`src/rtl/hangman_pkg.sv`:
```
// Shared constants, state encoding and letter-code helper for the hangman word controller.
// Latency: none (package only).
// Backpressure: none (package only).
package hangman_pkg;

  localparam logic [5:0] CODE_DASH  = 6'h00;
  localparam logic [5:0] CODE_BLANK = 6'h3F;
  localparam logic [5:0] CODE_A     = 6'h0A;
  localparam logic [5:0] CODE_Z     = 6'h23;

  localparam int DEF_WORD_LEN  = 6;
  localparam int DEF_MAX_LIVES = 6;

  typedef enum logic [2:0] {
    ST_IDLE,
    ST_READY,
    ST_CHECK,
    ST_UPDATE,
    ST_WON,
    ST_LOST
  } state_t;

  // True when the code is one of the 26 letters A..Z.
  function automatic logic is_letter(input logic [5:0] code);
    return (code >= CODE_A) && (code <= CODE_Z);
  endfunction

endpackage

```
`src/rtl/hangman_guess_tracker.sv`:
```
// 26-bit used-letter set: synchronous clear, combinational membership test, single-letter set.
// Latency: test is combinational; set/clear take effect on the next rising edge.
// Backpressure: none; clear has priority over set.
module hangman_guess_tracker
  import hangman_pkg::*;
(
  input  logic       clock,
  input  logic       resetn,
  input  logic       i_clear,
  input  logic       i_set,
  input  logic [5:0] i_code,
  output logic       o_used
);

  logic [25:0] r_used;
  logic [4:0]  w_idx;
  logic        w_letter;

  assign w_idx    = 5'(i_code - CODE_A);
  assign w_letter = is_letter(i_code);
  assign o_used   = w_letter && r_used[w_idx];

  // Clear on a new game, otherwise record each newly guessed letter.
  always_ff @(posedge clock or negedge resetn) begin
    if (!resetn) begin
      r_used <= '0;
    end else if (i_clear) begin
      r_used <= '0;
    end else if (i_set && w_letter) begin
      r_used[w_idx] <= 1'b1;
    end
  end

endmodule

```
`src/rtl/hangman_word_ctrl.sv`:
```
// Hangman game controller: stores the secret word, scans each new guess one position per cycle, drives display codes.
// Latency: accepted new letter -> hit/miss pulse WORD_LEN+1 cycles; reject/repeat pulse the cycle after acceptance.
// Backpressure: guess_ready high only in READY; load_word always accepted and overrides a simultaneous guess.
module hangman_word_ctrl
  import hangman_pkg::*;
#(
  parameter int WORD_LEN  = DEF_WORD_LEN,
  parameter int MAX_LIVES = DEF_MAX_LIVES
)
(
  input  logic                  clock,
  input  logic                  resetn,
  input  logic                  load_word,
  input  logic [6*WORD_LEN-1:0] word_in,
  input  logic                  guess_valid,
  input  logic [5:0]            guess_code,
  output logic                  guess_ready,
  output logic [6*WORD_LEN-1:0] disp_codes,
  output logic [2:0]            lives,
  output logic                  hit,
  output logic                  miss,
  output logic                  repeat_g,
  output logic                  reject,
  output logic                  win,
  output logic                  lose
);

  localparam int IDX_W = (WORD_LEN > 1) ? $clog2(WORD_LEN) : 1;
  localparam logic [IDX_W-1:0] LAST_IDX = IDX_W'(WORD_LEN - 1);

  state_t                r_state;
  logic [6*WORD_LEN-1:0] r_word;
  logic [WORD_LEN-1:0]   r_reveal;
  logic [2:0]            r_lives;
  logic [5:0]            r_guess;
  logic [IDX_W-1:0]      r_idx;
  logic                  r_any_hit;
  logic                  r_hit, r_miss, r_repeat, r_reject, r_win, r_lose;

  logic                  w_accept;
  logic                  w_used;
  logic                  w_is_letter;
  logic                  w_new_letter;
  logic [5:0]            w_cur_code;
  logic                  w_match;
  logic                  w_any_hit;
  logic                  w_all_revealed;
  logic                  w_load_empty;

  assign w_accept     = guess_valid && (r_state == ST_READY) && !load_word;
  assign w_is_letter  = is_letter(guess_code);
  assign w_new_letter = w_accept && w_is_letter && !w_used;
  assign w_match      = (w_cur_code == r_guess);
  assign w_any_hit    = r_any_hit || w_match;

  hangman_guess_tracker u_tracker (
    .clock   (clock),
    .resetn  (resetn),
    .i_clear (load_word),
    .i_set   (w_new_letter),
    .i_code  (guess_code),
    .o_used  (w_used)
  );

  // Select the stored code at the current scan position.
  always_comb begin
    w_cur_code = CODE_BLANK;
    for (int i = 0; i < WORD_LEN; i++) begin
      if (r_idx == IDX_W'(i)) w_cur_code = r_word[6*i +: 6];
    end
  end

  // Win detection on the stored word and empty-word detection on the incoming word.
  always_comb begin
    w_all_revealed = 1'b1;
    w_load_empty   = 1'b1;
    for (int i = 0; i < WORD_LEN; i++) begin
      if (is_letter(r_word[6*i +: 6]) && !r_reveal[i]) w_all_revealed = 1'b0;
      if (is_letter(word_in[6*i +: 6])) w_load_empty = 1'b0;
    end
  end

  // Per-digit display code: blank for unused, dash for hidden, letter when revealed or game lost.
  always_comb begin
    disp_codes = '0;
    for (int i = 0; i < WORD_LEN; i++) begin
      if (!is_letter(r_word[6*i +: 6]))
        disp_codes[6*i +: 6] = CODE_BLANK;
      else if (r_reveal[i] || (r_state == ST_LOST))
        disp_codes[6*i +: 6] = r_word[6*i +: 6];
      else
        disp_codes[6*i +: 6] = CODE_DASH;
    end
  end

  // Game FSM with registered outcome pulses, lives and game-over flags.
  always_ff @(posedge clock or negedge resetn) begin
    if (!resetn) begin
      r_state   <= ST_IDLE;
      r_word    <= {WORD_LEN{CODE_BLANK}};
      r_reveal  <= '0;
      r_lives   <= 3'd0;
      r_guess   <= CODE_DASH;
      r_idx     <= '0;
      r_any_hit <= 1'b0;
      r_hit     <= 1'b0;
      r_miss    <= 1'b0;
      r_repeat  <= 1'b0;
      r_reject  <= 1'b0;
      r_win     <= 1'b0;
      r_lose    <= 1'b0;
    end else begin
      r_hit    <= 1'b0;
      r_miss   <= 1'b0;
      r_repeat <= 1'b0;
      r_reject <= 1'b0;
      if (load_word) begin
        r_word    <= word_in;
        r_reveal  <= '0;
        r_lives   <= 3'(MAX_LIVES);
        r_idx     <= '0;
        r_any_hit <= 1'b0;
        r_lose    <= 1'b0;
        r_win     <= w_load_empty;
        r_state   <= w_load_empty ? ST_WON : ST_READY;
      end else begin
        case (r_state)
          ST_READY: begin
            if (w_accept) begin
              if (!w_is_letter) begin
                r_reject <= 1'b1;
              end else if (w_used) begin
                r_repeat <= 1'b1;
              end else begin
                r_guess   <= guess_code;
                r_idx     <= '0;
                r_any_hit <= 1'b0;
                r_state   <= ST_CHECK;
              end
            end
          end
          ST_CHECK: begin
            for (int i = 0; i < WORD_LEN; i++) begin
              if ((r_idx == IDX_W'(i)) && w_match) r_reveal[i] <= 1'b1;
            end
            if (w_match) r_any_hit <= 1'b1;
            if (r_idx == LAST_IDX) begin
              // Outcome is registered here so it is visible during the single UPDATE cycle.
              r_hit  <= w_any_hit;
              r_miss <= !w_any_hit;
              if (!w_any_hit && (r_lives != 3'd0)) r_lives <= r_lives - 3'd1;
              r_state <= ST_UPDATE;
            end else begin
              r_idx <= r_idx + 1'b1;
            end
          end
          ST_UPDATE: begin
            if (w_all_revealed) begin
              r_state <= ST_WON;
              r_win   <= 1'b1;
            end else if (r_lives == 3'd0) begin
              r_state <= ST_LOST;
              r_lose  <= 1'b1;
            end else begin
              r_state <= ST_READY;
            end
          end
          default: ;
        endcase
      end
    end
  end

  assign guess_ready = (r_state == ST_READY);
  assign lives       = r_lives;
  assign hit         = r_hit;
  assign miss        = r_miss;
  assign repeat_g    = r_repeat;
  assign reject      = r_reject;
  assign win         = r_win;
  assign lose        = r_lose;

endmodule
```
`config.mk`:
```
export PLATFORM = sky130hd
export DESIGN_NAME = hangman_word_ctrl
export DESIGN_NICKNAME = d
export VERILOG_FILES = /design/src/rtl/hangman_pkg.sv /design/src/rtl/hangman_guess_tracker.sv /design/src/rtl/hangman_word_ctrl.sv
export SDC_FILE = /design/constraint.sdc
export NUM_CORES = 1
export LEC_CHECK = 0
export BUFFER_PORTS_ARGS = -buffer_cell sky130_fd_sc_hd__buf_4
export CAP_MARGIN = 20
export CORE_ASPECT_RATIO = 1.75
export CORE_UTILIZATION = 57
export CTS_CLUSTER_SIZE = 24
export DETAILED_ROUTE_END_ITERATION = 8
export GPL_ROUTABILITY_DRIVEN = 1
export GPL_TIMING_DRIVEN = 0
export PLACE_DENSITY = 0.84
export SYNTH_ARGS = -nofsm -noshare
export SYNTH_HDL_FRONTEND = slang
export SYNTH_SLANG_ARGS = --single-unit
```
`constraint.sdc`:
```
create_clock -name clock -period 3.5 [get_ports clock]
set_clock_uncertainty 0.15 [all_clocks]
set_input_delay 0.35 -clock clock [delete_from_list [all_inputs] [get_ports clock]]
set_output_delay 0.35 -clock clock [all_outputs]
set_load 0.05 [all_outputs]
```
Word-level counts from Yosys, hierarchy flattened
Cells that the tools add are included.

Flip-flop bits (word level): 90. Logic and storage cells: 241. Bits of input ports: 46. Output and inout port bits: 46.

Equal/unequal tests: 17. Reductions and logical operators: 80. Bitwise operators: 3. Mux-type cells: 91. Add/sub/neg operators: 3. Order comparisons: 28.

Operators with widths (number): $mux W6 (20); $ge A6 B4 Y1 const B (13); $le A6 B6 Y1 const B (13); $mux W26 (2); $mux W3 (17); $mux W1 (47); $logic_and A1 B1 Y1 (33); $or A26 B26 Y26 (1); $reduce_bool A2 Y1 (13); $reduce_and A5 Y1 (4); $reduce_and A2 Y1 (7); $eq A3 B2 Y1 const B (4); $ne A3 B3 Y1 const B (4); $eq A3 B3 Y1 const B (3); $logic_not A1 Y1 (9); $pmux W3 S3 (1); $logic_or A1 B1 Y1 (7); $eq A3 B1 Y1 const B (2); $eq A6 B6 Y1 (1); $logic_not A3 Y1 (2); $lt A5 B6 Y1 const B (1); $ne A3 B2 Y1 const B (2); $pmux W3 S2 (1); $reduce_and A3 Y1 (2); 11 further kinds (13).

Logic depth before layout (Yosys ltp)
Depth in word-level cells: 15. Depth in mapped cells: 11. Depth with buffers taken out: 9.

Cells and area by module
From an unflattened synthesis, not the netlist that was laid out.

Cells, all modules: 541. Area total of the unflattened synthesis: 5436.5 um^2.

Modules (own cells, without submodules): hangman_word_ctrl (times used 1, area each 3970.1 um^2, sequential area each 1646.6 um^2, cells each 389); hangman_guess_tracker (times used 1, area each 1466.4 um^2, sequential area each 650.6 um^2, cells each 152).

Worst setup path before layout
OpenSTA, ideal clock, no wires.

Kind: flip-flop to flip-flop. Start point: register r_idx[0]. End point: register r_lives[0] (netlist: lives[0]). Setup slack: 0.591 ns. Arrival: 2.634 ns. Data required time: 3.225 ns. Stages on the path, launching flop included: 11. Path through: dfrtp_1 ha_1 ha_1 buf_1 a211oi_1 o31a_1 o41ai_1 or3b_2 nor4_4 nor3_2 mux2_4.

Cells in the longest elaborated chain, start to end: 13.

Ends and longest elaborated chain: start: declaration (RTL line hangman_word_ctrl.sv:36) `logic [IDX_W-1:0] r_idx;`; start signal: assignment (RTL line hangman_word_ctrl.sv:154) `r_idx <= r_idx + 1'b1;`; $logic_not A3 Y1 (RTL line hangman_word_ctrl.sv:69) `if (r_idx == IDX_W'(i)) w_cur_code = r_word[6*i +: 6];`; $mux W6 (6 in a row) (RTL line hangman_word_ctrl.sv:69); $eq A6 B6 Y1 (RTL line hangman_word_ctrl.sv:53) `assign w_match = (w_cur_code == r_guess);`; $logic_or A1 B1 Y1 (RTL line hangman_word_ctrl.sv:54) `assign w_any_hit = r_any_hit || w_match;`; $logic_not A1 Y1 (RTL line hangman_word_ctrl.sv:151) `if (!w_any_hit && (r_lives != 3'd0)) r_lives <= r_lives - 3'd1;`; $logic_and A1 B1 Y1 (RTL line hangman_word_ctrl.sv:151); $reduce_bool A2 Y1 (no source line); $reduce_and A3 Y1 (no source line) *; end signal: assignment (RTL line hangman_word_ctrl.sv:120) `r_lives <= 3'(MAX_LIVES);`; end signal: assignment (RTL line hangman_word_ctrl.sv:151); end: declaration (RTL line hangman_word_ctrl.sv:34) `logic [2:0] r_lives;`.

Every way passes the cells marked *; elsewhere a longest branch is shown, timed or not. A chain may end at the register's enable or synchronous reset.

Worst setup path in the final report
Start point: register r_idx[2]. End point: register r_any_hit.

Cells in the longest elaborated chain, start to end: 10.

Ends and longest elaborated chain: $logic_not A3 Y1 (RTL line hangman_word_ctrl.sv:69); $mux W6 (5 in a row) (RTL line hangman_word_ctrl.sv:69); $mux W6 * (RTL line hangman_word_ctrl.sv:69); $eq A6 B6 Y1 * (RTL line hangman_word_ctrl.sv:53); $ne A3 B3 Y1 (no source line) *; $reduce_and A5 Y1 (no source line) *; end signal: assignment (RTL line hangman_word_ctrl.sv:105) `r_any_hit <= 1'b0;`; end signal: assignment (RTL line hangman_word_ctrl.sv:122) `r_any_hit <= 1'b0;`; end signal: assignment (RTL line hangman_word_ctrl.sv:137) `r_any_hit <= 1'b0;`; end: declaration (RTL line hangman_word_ctrl.sv:37) `logic r_any_hit;`.

Marked as above.

==> reports/metrics.yaml <==
status: "finished, final reports clean"
synth-seq-area-share: 0.427
reg2reg_from: "r_idx[2]"
yosysTopAreaCellShare: 0.251
use_met2: 0.636
synth_top_family_by_area: "compound AO/OA/AOI/OAI gates"
cap_violations: 0
clockBufferDepth: 2
grt.met1_usage: 0.352
leakage_nw: 2.84
core_mm2: 0.00909
area_delta_synth_final_pct: 22.4
hold_path.class: "primary input to register"
synth_compound_area_frac: 0.226
critPathMaxFanout: 9
synth-seq-cells: 90
yosys.area.top_type: "dfrtp_1"
fin_crit_sh: 0.956
hold_slack_ps: 88.7
hold_violations: 0
synth_cells: 526
grtUsageMet3: 0.0498
worstPathArrival_ps: 3450
nets: 689
grt-busiest-layer: "met2"
vias: 4863
drive_above_1_share: 0.332
viasPerCell: 6.41
ant_nets: 0
synth_edf_count: 0
yosysUniqueCellTypes: 65
drv_slew: 0
synth-adder-area-share: 0.0209
ys_async_sr_fraction: 1.00
crit_path_max_incr_delay_ps: 520
grt_pass1_wl_mm: 24.7
cp-startpoint: "r_idx[2]"
die_w_um: 75.4
grt_remaining_overflow: 0
port_buffers: 90
dieArea_mm2: 0.00984
synthSimpleGateAreaFrac: 0.150
clock_latency_ps: 340
cp_num_buf_inv: 3
drt_iter0_drc: 228
synth-xor-area-share: 0.00652
setup_viol: 0
p_total_mw: 3.15
rows: 46
crit_slowest_cell: "or3b_2"
gp_congestion: 0.998
cts_buffers: 9
crit_family: "simple AND/OR/NAND/NOR gates"
crit_chain: "clkinvlp_4 -> ha_1 -> buf_1 -> a211oi_2 -> o31a_1 -> o41ai_1 -> or3b_2 -> nor4_4 -> buf_4 -> nand3_2 -> a211oi_2"
synth_top_flop_cell: "dfrtp_1"
dieHeight_um: 130
ys_warn_count: 0
clock_sinks: 90
syn_avg_cell_area_um2: 10.2
clk_pin_slew_worst_paths_ps: 70
grt.total_usage: 0.345
cts_tree: "done"
critical_path_class: "register to register"
htreeDepth: 3
grt_max_degree: 91
initial_core_util: 0.591
dp_hpwl_mm: 12.2
synth_area_leaders: "dfrtp_1, dfstp_2, mux2_2, a21o_1, mux4_2"
synth_nets: 581
synthMuxAreaShare: 0.127
clockRootBuffer: "clkbuf_16"
period_minus_slack_ps: 3340
first_pass_iters: 5
worstHoldStart: "word_in[6]"
worstMarginPinSlew_ps: 1050
routed_wl_mm: 16.2
irDropWorstVdd_uv: 421
cp-start-kind: "register"
n_antenna_cell: 0
ioPinCount: 92
syn_area_mm2: 0.00538
grt_setup_unrepaired: "false"
grt_pass1_vias: 4841
power.density_mw_per_mm2: 478
routedWlPerCell_um: 21.3
slew_headroom: 0.295
endpoint_kind: "register"
antenna_found_initial: 0
cp.required_ps: 3610
remaining_drc_errors: 0
fmax_mhz: 299
crit_top_cell: "a211oi_2"
## worst reg2reg max path: stages (launching register included)
cell and delay [ps]:
dfrtp_2 440, clkinvlp_4 190, ha_1 230, buf_1 230, a211oi_2 350, o31a_1 190, o41ai_1 60, or3b_2 520
nor4_4 260, buf_4 190, nand3_2 200, a211oi_2 260
## per-layer routing
layer  up-vias  share of wire
li1       2200              -
met2       189           0.55
met1      2409           0.35
met4         0          0.058
met3        65          0.044
met5         -              0
## report_power, final
part | internal, mW | total (mW) | switching, mW | leakage, nW
sequential | 1.15 | 1.25 | 0.106 | 1.10
clock | 0.486 | 0.900 | 0.414 | 0.128
combinational | 0.363 | 0.994 | 0.631 | 1.61
## what timing repair did
item                                    in CTS  in global routing
pin swaps                                    0                  1
gates resized for setup                      1                  7
hold buffers                                 0                  1
endpoints found under the setup margin       7                 10
buffers inserted                             0                  5
endpoints found under the hold margin        0                 12
## cell type report
type                       instances  area [um2]
buffer                            27         110
sequential                        90        2300
clock inverter                     5        37.5
fill                             712        2510
tap                              120         150
inverter                          32         124
timing repair buffer              97         751
clock buffer                      11         233
multi-input combinational        377        2880
## kinds of logic after synthesis
kind of cell / after synthesis
compound gates: 163
simple gates: 147
flops: 90
buf+inv: 59
mux: 54
fa+ha+maj: 9
xor+xnor: 4
## final timing paths
path                                              to  slack (ps)  cells past startpoint
worst min register to register  u_tracker.r_used[18]         350                      1
worst max register to register             r_any_hit         160                     11
max in group asynchronous                 r_word[27]        2150                      3
min in group asynchronous       u_tracker.r_used[23]         400                      2
worst max-delay path                       r_any_hit         160                     11
worst min-delay path                       r_word[6]          90                      2
## cell usage after synthesis (12+ instances only)
| cell | number |
|---|---|
| o21ai_0 | 17 |
| nor2b_1 | 14 |
| a21o_1 | 36 |
| a21oi_1 | 12 |
| mux2_2 | 38 |
| dfrtp_1 | 54 |
| dfstp_2 | 36 |
| nand2_1 | 30 |
| o2bb2ai_1 | 12 |
| inv_1 | 30 |
| nand3_1 | 15 |
| o21a_1 | 13 |
| nor2_1 | 29 |
| o31ai_1 | 14 |
| clkbuf_1 | 16 |
| o32ai_1 | 15 |
## stage by stage
stage	instances	TNS [ps]	instance area, um2	setup WS, ps	util
after global routing	759	0	6580	2.55	0.724
after detailed placement	736	-182	6200	-69.8	0.682
final	759	0	6580	155	0.724
after global placement	736	-372	6200	-110	0.682
after CTS	752	0	6480	8.26	0.712
after floorplan	526	0	5380	591	-
## state kept, by name, indices dropped and copies added, names as in the netlist, 3 cells and up
name	cells
u_tracker.r_used	26
r_reveal	6
r_state	3
r_idx	3
r_guess	6
r_word	36
lives	3
## cells in the final DEF, fill, tap and decap left out, types with 5 or more instances in the layout
cell type and n:
nor2b_1 14, buf_4 95, o21a_1 13, inv_1 30, mux2i_1 7, o2bb2ai_1 12, nor4b_1 6, buf_2 7
nand2_1 30, a21o_1 36, o22ai_1 8, dfstp_2 36, nor3b_1 7, o32ai_1 15, clkbuf_16 9, o31ai_1 14
ha_1 9, nor3_1 9, a22o_1 5, nor2_1 28, clkbuf_1 18, mux2_2 38, mux4_2 7, nand3_1 15
nand2b_1 9, a21oi_1 12, o21ai_0 17, dfrtp_1 53
No activity file was read; power rests on OpenSTA's default activity.
